`config.mk`:
```
export PLATFORM = sky130hd
export DESIGN_NAME = input_conditioner
export DESIGN_NICKNAME = d
export VERILOG_FILES = /design/src/rtl/input_conditioner.sv
export SDC_FILE = /design/constraint.sdc
export NUM_CORES = 1
export LEC_CHECK = 0
export BUFFER_PORTS_ARGS = -buffer_cell sky130_fd_sc_hd__buf_2
export CAP_MARGIN = 15
export CORE_MARGIN = 10
export CORE_UTILIZATION = 40
export DETAILED_ROUTE_END_ITERATION = 6
export HOLD_SLACK_MARGIN = 0.06
export PLACE_DENSITY = 0.56
export SLEW_MARGIN = 20
export SYNTH_ARGS = -nofsm -noshare
export SYNTH_HDL_FRONTEND = slang
export SYNTH_SLANG_ARGS = --single-unit
```
`constraint.sdc`:
```
create_clock -name clk -period 2.35 [get_ports clk]
set_input_delay 0.5875 -clock clk [delete_from_list [all_inputs] [get_ports clk]]
set_output_delay 0.5875 -clock clk [all_outputs]
set_load 0.01 [all_outputs]
```
`src/rtl/input_conditioner.sv`:
```
// Input conditioner for arcade controls: synchronises, debounces and edge-detects
// button/joystick channels, applies autofire, and stretches reset requests.
module input_conditioner #(
  parameter int                  CHANNELS        = 8,
  parameter logic [CHANNELS-1:0] ACTIVE_LOW      = '0,
  parameter int                  DEBOUNCE_CYCLES = 16,
  parameter int                  AF_HALF         = 4,
  parameter int                  RST_SRCS        = 3,
  parameter int                  RST_STRETCH     = 1024
) (
  input  logic                clk,
  input  logic                reset,
  input  logic [CHANNELS-1:0] raw_in,
  input  logic [CHANNELS-1:0] af_en,
  input  logic [RST_SRCS-1:0] rst_src,
  output logic [CHANNELS-1:0] btn_state,
  output logic [CHANNELS-1:0] btn_press,
  output logic [CHANNELS-1:0] btn_release,
  output logic [CHANNELS-1:0] af_out,
  output logic                rst_out
);

  localparam int DebW = $clog2(DEBOUNCE_CYCLES + 1);
  localparam int AfW  = (AF_HALF > 1) ? $clog2(AF_HALF) : 1;
  localparam int RstW = $clog2(RST_STRETCH + 1);

  localparam logic [DebW-1:0] DebLast  = DebW'(DEBOUNCE_CYCLES - 1);
  localparam logic [AfW-1:0]  AfLast   = AfW'(AF_HALF - 1);
  localparam logic [RstW-1:0] RstLoad  = RstW'(RST_STRETCH);

  logic [CHANNELS-1:0]            rawSync1_q, rawSync2_q;
  logic [CHANNELS-1:0][DebW-1:0]  debCnt_q, debCnt_d;
  logic [CHANNELS-1:0]            btnState_q, btnState_d;
  logic [CHANNELS-1:0]            btnPress_q, btnPress_d;
  logic [CHANNELS-1:0]            btnRelease_q, btnRelease_d;
  logic [CHANNELS-1:0]            afOut_q, afOut_d;
  logic [AfW-1:0]                 afCnt_q, afCnt_d;
  logic                           afPhase_q, afPhase_d;
  logic [RST_SRCS-1:0]            rstSync1_q, rstSync2_q;
  logic [RstW-1:0]                rstCnt_q, rstCnt_d;
  logic                           rstOut_q, rstOut_d;

  // A channel flips only after DEBOUNCE_CYCLES consecutive mismatching cycles.
  always_comb begin
    btnState_d   = btnState_q;
    btnPress_d   = '0;
    btnRelease_d = '0;
    debCnt_d     = '0;
    for (int i = 0; i < CHANNELS; i++) begin
      if (rawSync2_q[i] != btnState_q[i]) begin
        if (debCnt_q[i] == DebLast) begin
          btnState_d[i]   = ~btnState_q[i];
          btnPress_d[i]   = ~btnState_q[i];
          btnRelease_d[i] = btnState_q[i];
        end else begin
          debCnt_d[i] = debCnt_q[i] + DebW'(1);
        end
      end
    end
  end

  always_comb begin
    afCnt_d   = afCnt_q + AfW'(1);
    afPhase_d = afPhase_q;
    if (afCnt_q == AfLast) begin
      afCnt_d   = '0;
      afPhase_d = ~afPhase_q;
    end
    afOut_d = btnState_q & (~af_en | {CHANNELS{afPhase_q}});
  end

  // Any live request reloads the stretch; rst_out drops on the cycle the count hits zero.
  always_comb begin
    rstCnt_d = rstCnt_q;
    rstOut_d = 1'b0;
    if (|rstSync2_q) begin
      rstCnt_d = RstLoad;
      rstOut_d = 1'b1;
    end else if (rstCnt_q != '0) begin
      rstCnt_d = rstCnt_q - RstW'(1);
      rstOut_d = (rstCnt_q != RstW'(1));
    end
  end

  always_ff @(posedge clk) begin
    if (reset) begin
      rawSync1_q   <= '0;
      rawSync2_q   <= '0;
      debCnt_q     <= '0;
      btnState_q   <= '0;
      btnPress_q   <= '0;
      btnRelease_q <= '0;
      afOut_q      <= '0;
      afCnt_q      <= '0;
      afPhase_q    <= 1'b1;
      rstSync1_q   <= '0;
      rstSync2_q   <= '0;
      rstCnt_q     <= RstLoad;
      rstOut_q     <= 1'b1;
    end else begin
      rawSync1_q   <= raw_in ^ ACTIVE_LOW;
      rawSync2_q   <= rawSync1_q;
      debCnt_q     <= debCnt_d;
      btnState_q   <= btnState_d;
      btnPress_q   <= btnPress_d;
      btnRelease_q <= btnRelease_d;
      afOut_q      <= afOut_d;
      afCnt_q      <= afCnt_d;
      afPhase_q    <= afPhase_d;
      rstSync1_q   <= rst_src;
      rstSync2_q   <= rstSync1_q;
      rstCnt_q     <= rstCnt_d;
      rstOut_q     <= rstOut_d;
    end
  end

  assign btn_state   = btnState_q;
  assign btn_press   = btnPress_q;
  assign btn_release = btnRelease_q;
  assign af_out      = afOut_q;
  assign rst_out     = rstOut_q;

endmodule

```
==> reports/results.ini, run 1 <==
[clock_tree]
cts_resized = 0
postCtsHoldBufs = 0
clock-sinks = 109
post_cts_buffers = 0
clockBufferDepth = 2
path_clk_slew_ps = 100
cts_buffers = 9
cts_tree = done
clk_latency_ps = 350
cts_max_level = 3
cts_root_buffer = clkbuf_8

[detailed_routing]
routed_wl_um = 6440
ant_nets = 0
drtIter0Drc = 115
viasPerCell = 4.50
dr_total_vias = 2531
dr.pass1.iters = 4
post_drt_wl_per_cell_um = 11.5
drc = 0

[floorplanning]
die_width_um = 119
core_sq_um = 9640
num_rows = 36
initial_core_util_pct = 40.6
die_area_sq_um = 14100
io_pins = 54
die_h_um = 119

[worst_setup_path]
critical_path_class = flip-flop to flip-flop
cp.arrival_ps = 2180
reg2reg_depth = 6
start_kind = flip-flop
cp-end-kind = flip-flop
reg2reg_slack_ps = 450
rr_startpoint = rstCnt_q[0]
crit_required_ps = 2640
r2r_end = rstCnt_q[5]
crit_fanout = 13

[layout]
fin_area_sq_um = 4490
fillers = 949
syn_to_final_growth_pct = 14.8
layout_commonest_cell = dfxtp_1
final_net_count = 465
layout_common_cells = dfxtp_1, nor2_1, buf_2
num_antenna_cells = 0
drive_above_1_share_pct = 16.6

[grt]
grt_pass1_vias = 2430
antenna_found_initial = 0
grt_max_degree = 67
grt.overflow.total = 0
track_usage_pct = 9.16
grt_pass1_wl_um = 11000

[logic_synthesis]
avgSynthCellArea_sq_um = 10.6
synth-async-reset-ratio_pct = 0
ys_types = 31
seq_area_frac_synth_pct = 55.8
mappedNetlistArea_sq_um = 3910
yosys_warnings = 0
synth_edf_count = 0
ys_seq_elements = 109
syn_nets = 409
synthFlopType = dfxtp_1
synthCells = 368

[place]
dp_hpwl_um = 4450
placed_cell_area_sq_um = 4320
gp_congestion = 0.739
numPortBuffers = 53

[hold_path]
hold_path_class = flip-flop to flip-flop
worstHoldPathCells = 1
min_to = afCnt_q[0]
holdCritStartpoint = afCnt_q[0]

[timing]
period_minus_slack_ps = 1900
final-hold-violation-count = 0
slew_headroom_pct = 61.7
skew_ps = 9.69
worst_slew_pin_slew_ps = 573
period_share_pct = 80.7
setup_tns_ps = 0
setup_violations = 0
grt_setup_unrepaired = no
drv_slew = 0
fmax_mhz = 528

[run_status]
status = finished clean

[run]
max_cap_violations = 0

[power]
power_density_nw_per_um2 = 735
ir_drop_mv = 0.268
p_leak_uw = 0.00179

## synthesized netlist by cell type, types with 7 or more instances
| master | instances | area [sq um] |
|---|---|---|
| and3_1 | 9 | 56.3 |
| clkbuf_1 | 7 | 26.3 |
| dfxtp_1 | 109 | 2180 |
| ha_1 | 20 | 250 |
| inv_1 | 18 | 67.6 |
| mux2i_1 | 8 | 80.1 |
| nand3_1 | 11 | 55.1 |
| nor2_1 | 54 | 203 |
| nor2b_1 | 30 | 188 |
| nor3b_1 | 10 | 75.1 |
| nor4bb_1 | 16 | 160 |
| or3_1 | 11 | 68.8 |
| xnor2_1 | 18 | 158 |
| xor2_1 | 11 | 96.3 |
## cell families (layout without fill, tap and decap cells)
kind of cell,count (synthesis),count (layout),share of synthesized area [%]
compound gates,13,13,1.89
xor+xnor,29,29,6.50
fa+ha+maj,20,20,6.40
buf+inv,27,88,2.82
flops,109,109,55.8
mux,8,8,2.05
simple gates,162,162,24.5
## critical path: stages, from the launching register on
cell	delay, ps
dfxtp_1	380
inv_1	110
ha_1	220
nor4b_1	150
and3_1	330
or4_1	510
a21oi_1	140
## power breakdown
| group | switching (uW) | total (uW) | internal (uW) |
|---|---|---|---|
| combinational | 170 | 325 | 155 |
| clock | 594 | 983 | 389 |
| sequential | 71.6 | 1990 | 1920 |
| total | 836 | 3300 | 2460 |
## worst max path at each step
stage,start,end,slack (ps),cells after the start
after detailed placement,reset,rst_out,360,3
after global placement,reset,rstCnt_q[7],360,4
after global routing,rstCnt_q[0],rstCnt_q[5],310,6
after CTS,rstCnt_q[0],rstCnt_q[5],450,6
after floorplan,reset,rst_out,480,3
final,rstCnt_q[0],rstCnt_q[5],450,6
## state kept, by name (all words and copies together), names as in the netlist
signal / flops
btn_state: 8
afPhase_q: 1
rawSync2_q: 8
rstSync2_q: 3
afCnt_q: 2
rstCnt_q: 11
rawSync1_q: 8
rst_out: 1
debCnt_q: 40
af_out: 8
rstSync1_q: 3
btn_release: 8
btn_press: 8
## per-stage QoR
step	worst slack, ps	cells	total power, uW	hold WS [ps]	util, %
2_1_floorplan	477	368	2280	404	-
3_3_place_gp	363	546	2350	413	44.8
3_5_place_dp	357	546	2360	424	44.8
4_1_cts	449	562	3360	420	46.6
5_1_grt	307	562	3470	431	46.6
6_report	454	562	3300	436	46.6
## routing by layer
layer | GRT usage, % | part of all wire (%) | wire length [um]
met4 | 4.27 | 1.5 | 95
met2 | 14.8 | 45 | 2890
met1 | 10.7 | 48 | 3080
met3 | 3.12 | 5.7 | 370
met5 | 0 | 0 | 0
## final cells by class
class	count	area, sq um	share of cell area (%)
sequential	109	2180	48.6
multi-input combinational	232	1620	36.0
timing repair buffer	54	285	6.36
tap	133	166	3.71
clock buffer	11	131	2.93
inverter	18	67.6	1.51
clock inverter	5	37.5	0.836
Power figures use the tool's default switching activity.
==> inputs of run 2 (changes only) <==
--- a/config.mk
+++ b/config.mk
@@ -11,7 +11,7 @@
 export CORE_UTILIZATION = 40
 export DETAILED_ROUTE_END_ITERATION = 6
 export HOLD_SLACK_MARGIN = 0.06
-export PLACE_DENSITY = 0.56
+export PLACE_DENSITY = 0.58
 export SLEW_MARGIN = 20
 export SYNTH_ARGS = -nofsm -noshare
 export SYNTH_HDL_FRONTEND = slang
==> constraint.sdc (replaced) <==
create_clock -name clk -period 1.6 [get_ports clk]
set_input_delay 0.4 -clock clk [delete_from_list [all_inputs] [get_ports clk]]
set_output_delay 0.4 -clock clk [all_outputs]
set_load 0.01 [all_outputs]
==> reports/results.ini, run 2 (synthesis gave the netlist of run 1 again) <==
[run_status]
status = finished clean

[floorplanning]
die_h_um = 119  ; unchanged
io_pins = 54  ; unchanged
initial_core_util_pct = 40.6  ; unchanged
die_width_um = 119  ; unchanged
die_area_sq_um = 14100  ; unchanged
core_sq_um = 9640  ; unchanged
num_rows = 36  ; unchanged

[detailed_routing]
ant_nets = 0  ; unchanged
topRoutingLayerUsed = met4
met2WireLength_um = 3230  ; +12%
drtIter0Drc = 85  ; -26%
post_drt_wl_per_cell_um = 11.8  ; +2.7%
routed_wl_um = 6920  ; +7.5%
wl_met3_um = 315  ; -15%
dr.pass1.iters = 4  ; unchanged
dr_total_vias = 2672  ; +5.6%
drc = 0  ; unchanged
viasPerCell = 4.54  ; +0.90%
wl_met1_um = 3270  ; +5.9%

[power]
switching_share_pct = 24.3  ; -1.1 points
switchingPower_uw = 1300  ; +56%
p_comb_share_pct = 12.8  ; +2.9 points
ir_drop_mv = 0.413  ; +54%
power_density_nw_per_um2 = 1120  ; +52%
p_int_uw = 4060  ; +65%
p_leak_uw = 0.00196  ; +10%
p_seq_share_pct = 54.4  ; -5.9 points
clkPwrFrac_pct = 32.8  ; +3.0 points

[clock_tree]
cts_buffers = 9  ; unchanged
cts_tree = done
clockBufferDepth = 2  ; unchanged
path_clk_slew_ps = 100  ; about the same
cts_root_buffer = clkbuf_8
clock-sinks = 109  ; unchanged
postCtsHoldBufs = 0  ; unchanged
cts_max_level = 3  ; unchanged
clk_latency_ps = 350  ; about the same

[layout]
num_antenna_cells = 0  ; unchanged
multi_input_area_sq_um = 1700  ; +4.9%
fin_area_sq_um = 4810  ; +7.1%
regMostFlops = debCnt_q
drive_above_1_share_pct = 25.5  ; +8.9 points
layout_common_cells = dfxtp_1, nor2_1, buf_2
final_net_count = 492  ; +5.8%
final_cells = 588  ; +4.6%
syn_to_final_growth_pct = 23.0
regArea_sq_um = 2180  ; +0.12%
layout_commonest_cell = dfxtp_1
largestRegisters = debCnt_q: 40 flops, rstCnt_q: 11 flops
fillers = 912  ; -3.9%
largest_register_ffs = 40  ; unchanged

[worst_setup_path]
cp.arrival_ps = 1880  ; -300 ps
crit_fanout = 3  ; -10
start_kind = flip-flop
reg2reg_depth = 6  ; unchanged
crit_required_ps = 1890  ; -750 ps
cp-end-kind = flip-flop
critical_path_class = flip-flop to flip-flop

[hold_path]
hold_path_class = primary input to flip-flop
worstHoldPathCells = 2  ; +1

[timing]
final-hold-violation-count = 0  ; unchanged
slew_headroom_pct = 68.2  ; +6.5 points
period_share_pct = 99.1  ; +18 points
drv_slew = 0  ; unchanged
fmax_mhz = 631  ; +20%
skew_ps = 9.16  ; -0.538 ps
worst_slew_pin_slew_ps = 476  ; -97.0 ps
grt_setup_unrepaired = yes
period_minus_slack_ps = 1590  ; -310 ps
setup_violations = 0  ; unchanged

[place]
placed_cell_area_sq_um = 4510  ; +4.4%
place_inst = 571  ; +4.6%
gp_congestion = 0.770  ; +4.1%
numPortBuffers = 53  ; unchanged
dp_hpwl_um = 4930  ; +11%

[grt]
grt.overflow.total = 0  ; unchanged
grt_max_degree = 40  ; -40%
grt_pass1_vias = 2593  ; +6.7%
antenna_found_initial = 0  ; unchanged
track_usage_pct = 9.64  ; +0.47 points
grt_pass1_wl_um = 11500  ; +4.5%

[run]
max_cap_violations = 0  ; unchanged

-- run 2: power groups by stage --
stage / Combinational (uW) / Clock, uW / Sequential (uW)
floorplan: 385 / 0 / 2960
global placement: 618 / 0 / 2970
detailed placement: 629 / 0 / 2970
CTS: 638 / 1820 / 2910
global route: 779 / 1940 / 2930
finish: 686 / 1760 / 2920
-- run 2: final timing paths --
| kind | slack [ps] | startpoint | end |
|---|---|---|---|
| worst max-delay path | 10 | rstCnt_q[0] | rstCnt_q[7] |
| worst min-delay path | 250 | rst_src[1] | rstSync1_q[1] |
| worst min register to register | 440 | rstSync1_q[0] | rstSync2_q[0] |
| worst max register to register | 10 | rstCnt_q[0] | rstCnt_q[7] |
-- run 2: what timing repair did --
item | 4_1_cts | 5_1_grt
setup endpoints to repair | 8 | 38
setup buffers | 0 | 1
hold endpoints to repair | 0 | 0
gates resized for setup | 2 | 16
pin swaps | 1 | 3
cloned | 0 | 1
-- run 2: stage by stage --
step | TNS (ps) | setup WS [ps] | power [uW] | util (%) | hold slack, ps
final | 0 | 14.6 | 5370 | 49.9 | 250
after global routing | -129 | -116 | 5650 | 49.9 | 235
after CTS | -33.8 | -19.5 | 5370 | 49.0 | 228
after detailed placement | -453 | -131 | 3600 | 46.8 | 424
after global placement | -105 | -59.5 | 3590 | 46.8 | 413
after floorplan | 0 | 1.11 | 3340 | - | 404
-- run 2: worst max-delay path, stage by stage, from the launching register on --
cell and delay (ps):
dfxtp_2 340, buf_4 130, nor4_1 310, buf_4 180, nand3b_1 100, or4_1 390
o21ai_0 70
-- run 2: final cells by class --
cell class	count	area share [%]
multi-input cells	233	35.3
clock buffers	10	2.65
clock inverters	5	1.74
repair buffers	80	9.99
well taps	133	3.46
flip-flops and latches	109	45.4
inverters	18	1.41
-- run 2: per-layer routing --
metal	GRT usage (%)	up-vias
met3	2.83	10
met4	4.58	0
met5	0	-
met2	15.5	44
li1	-	1398
met1	11.6	1220
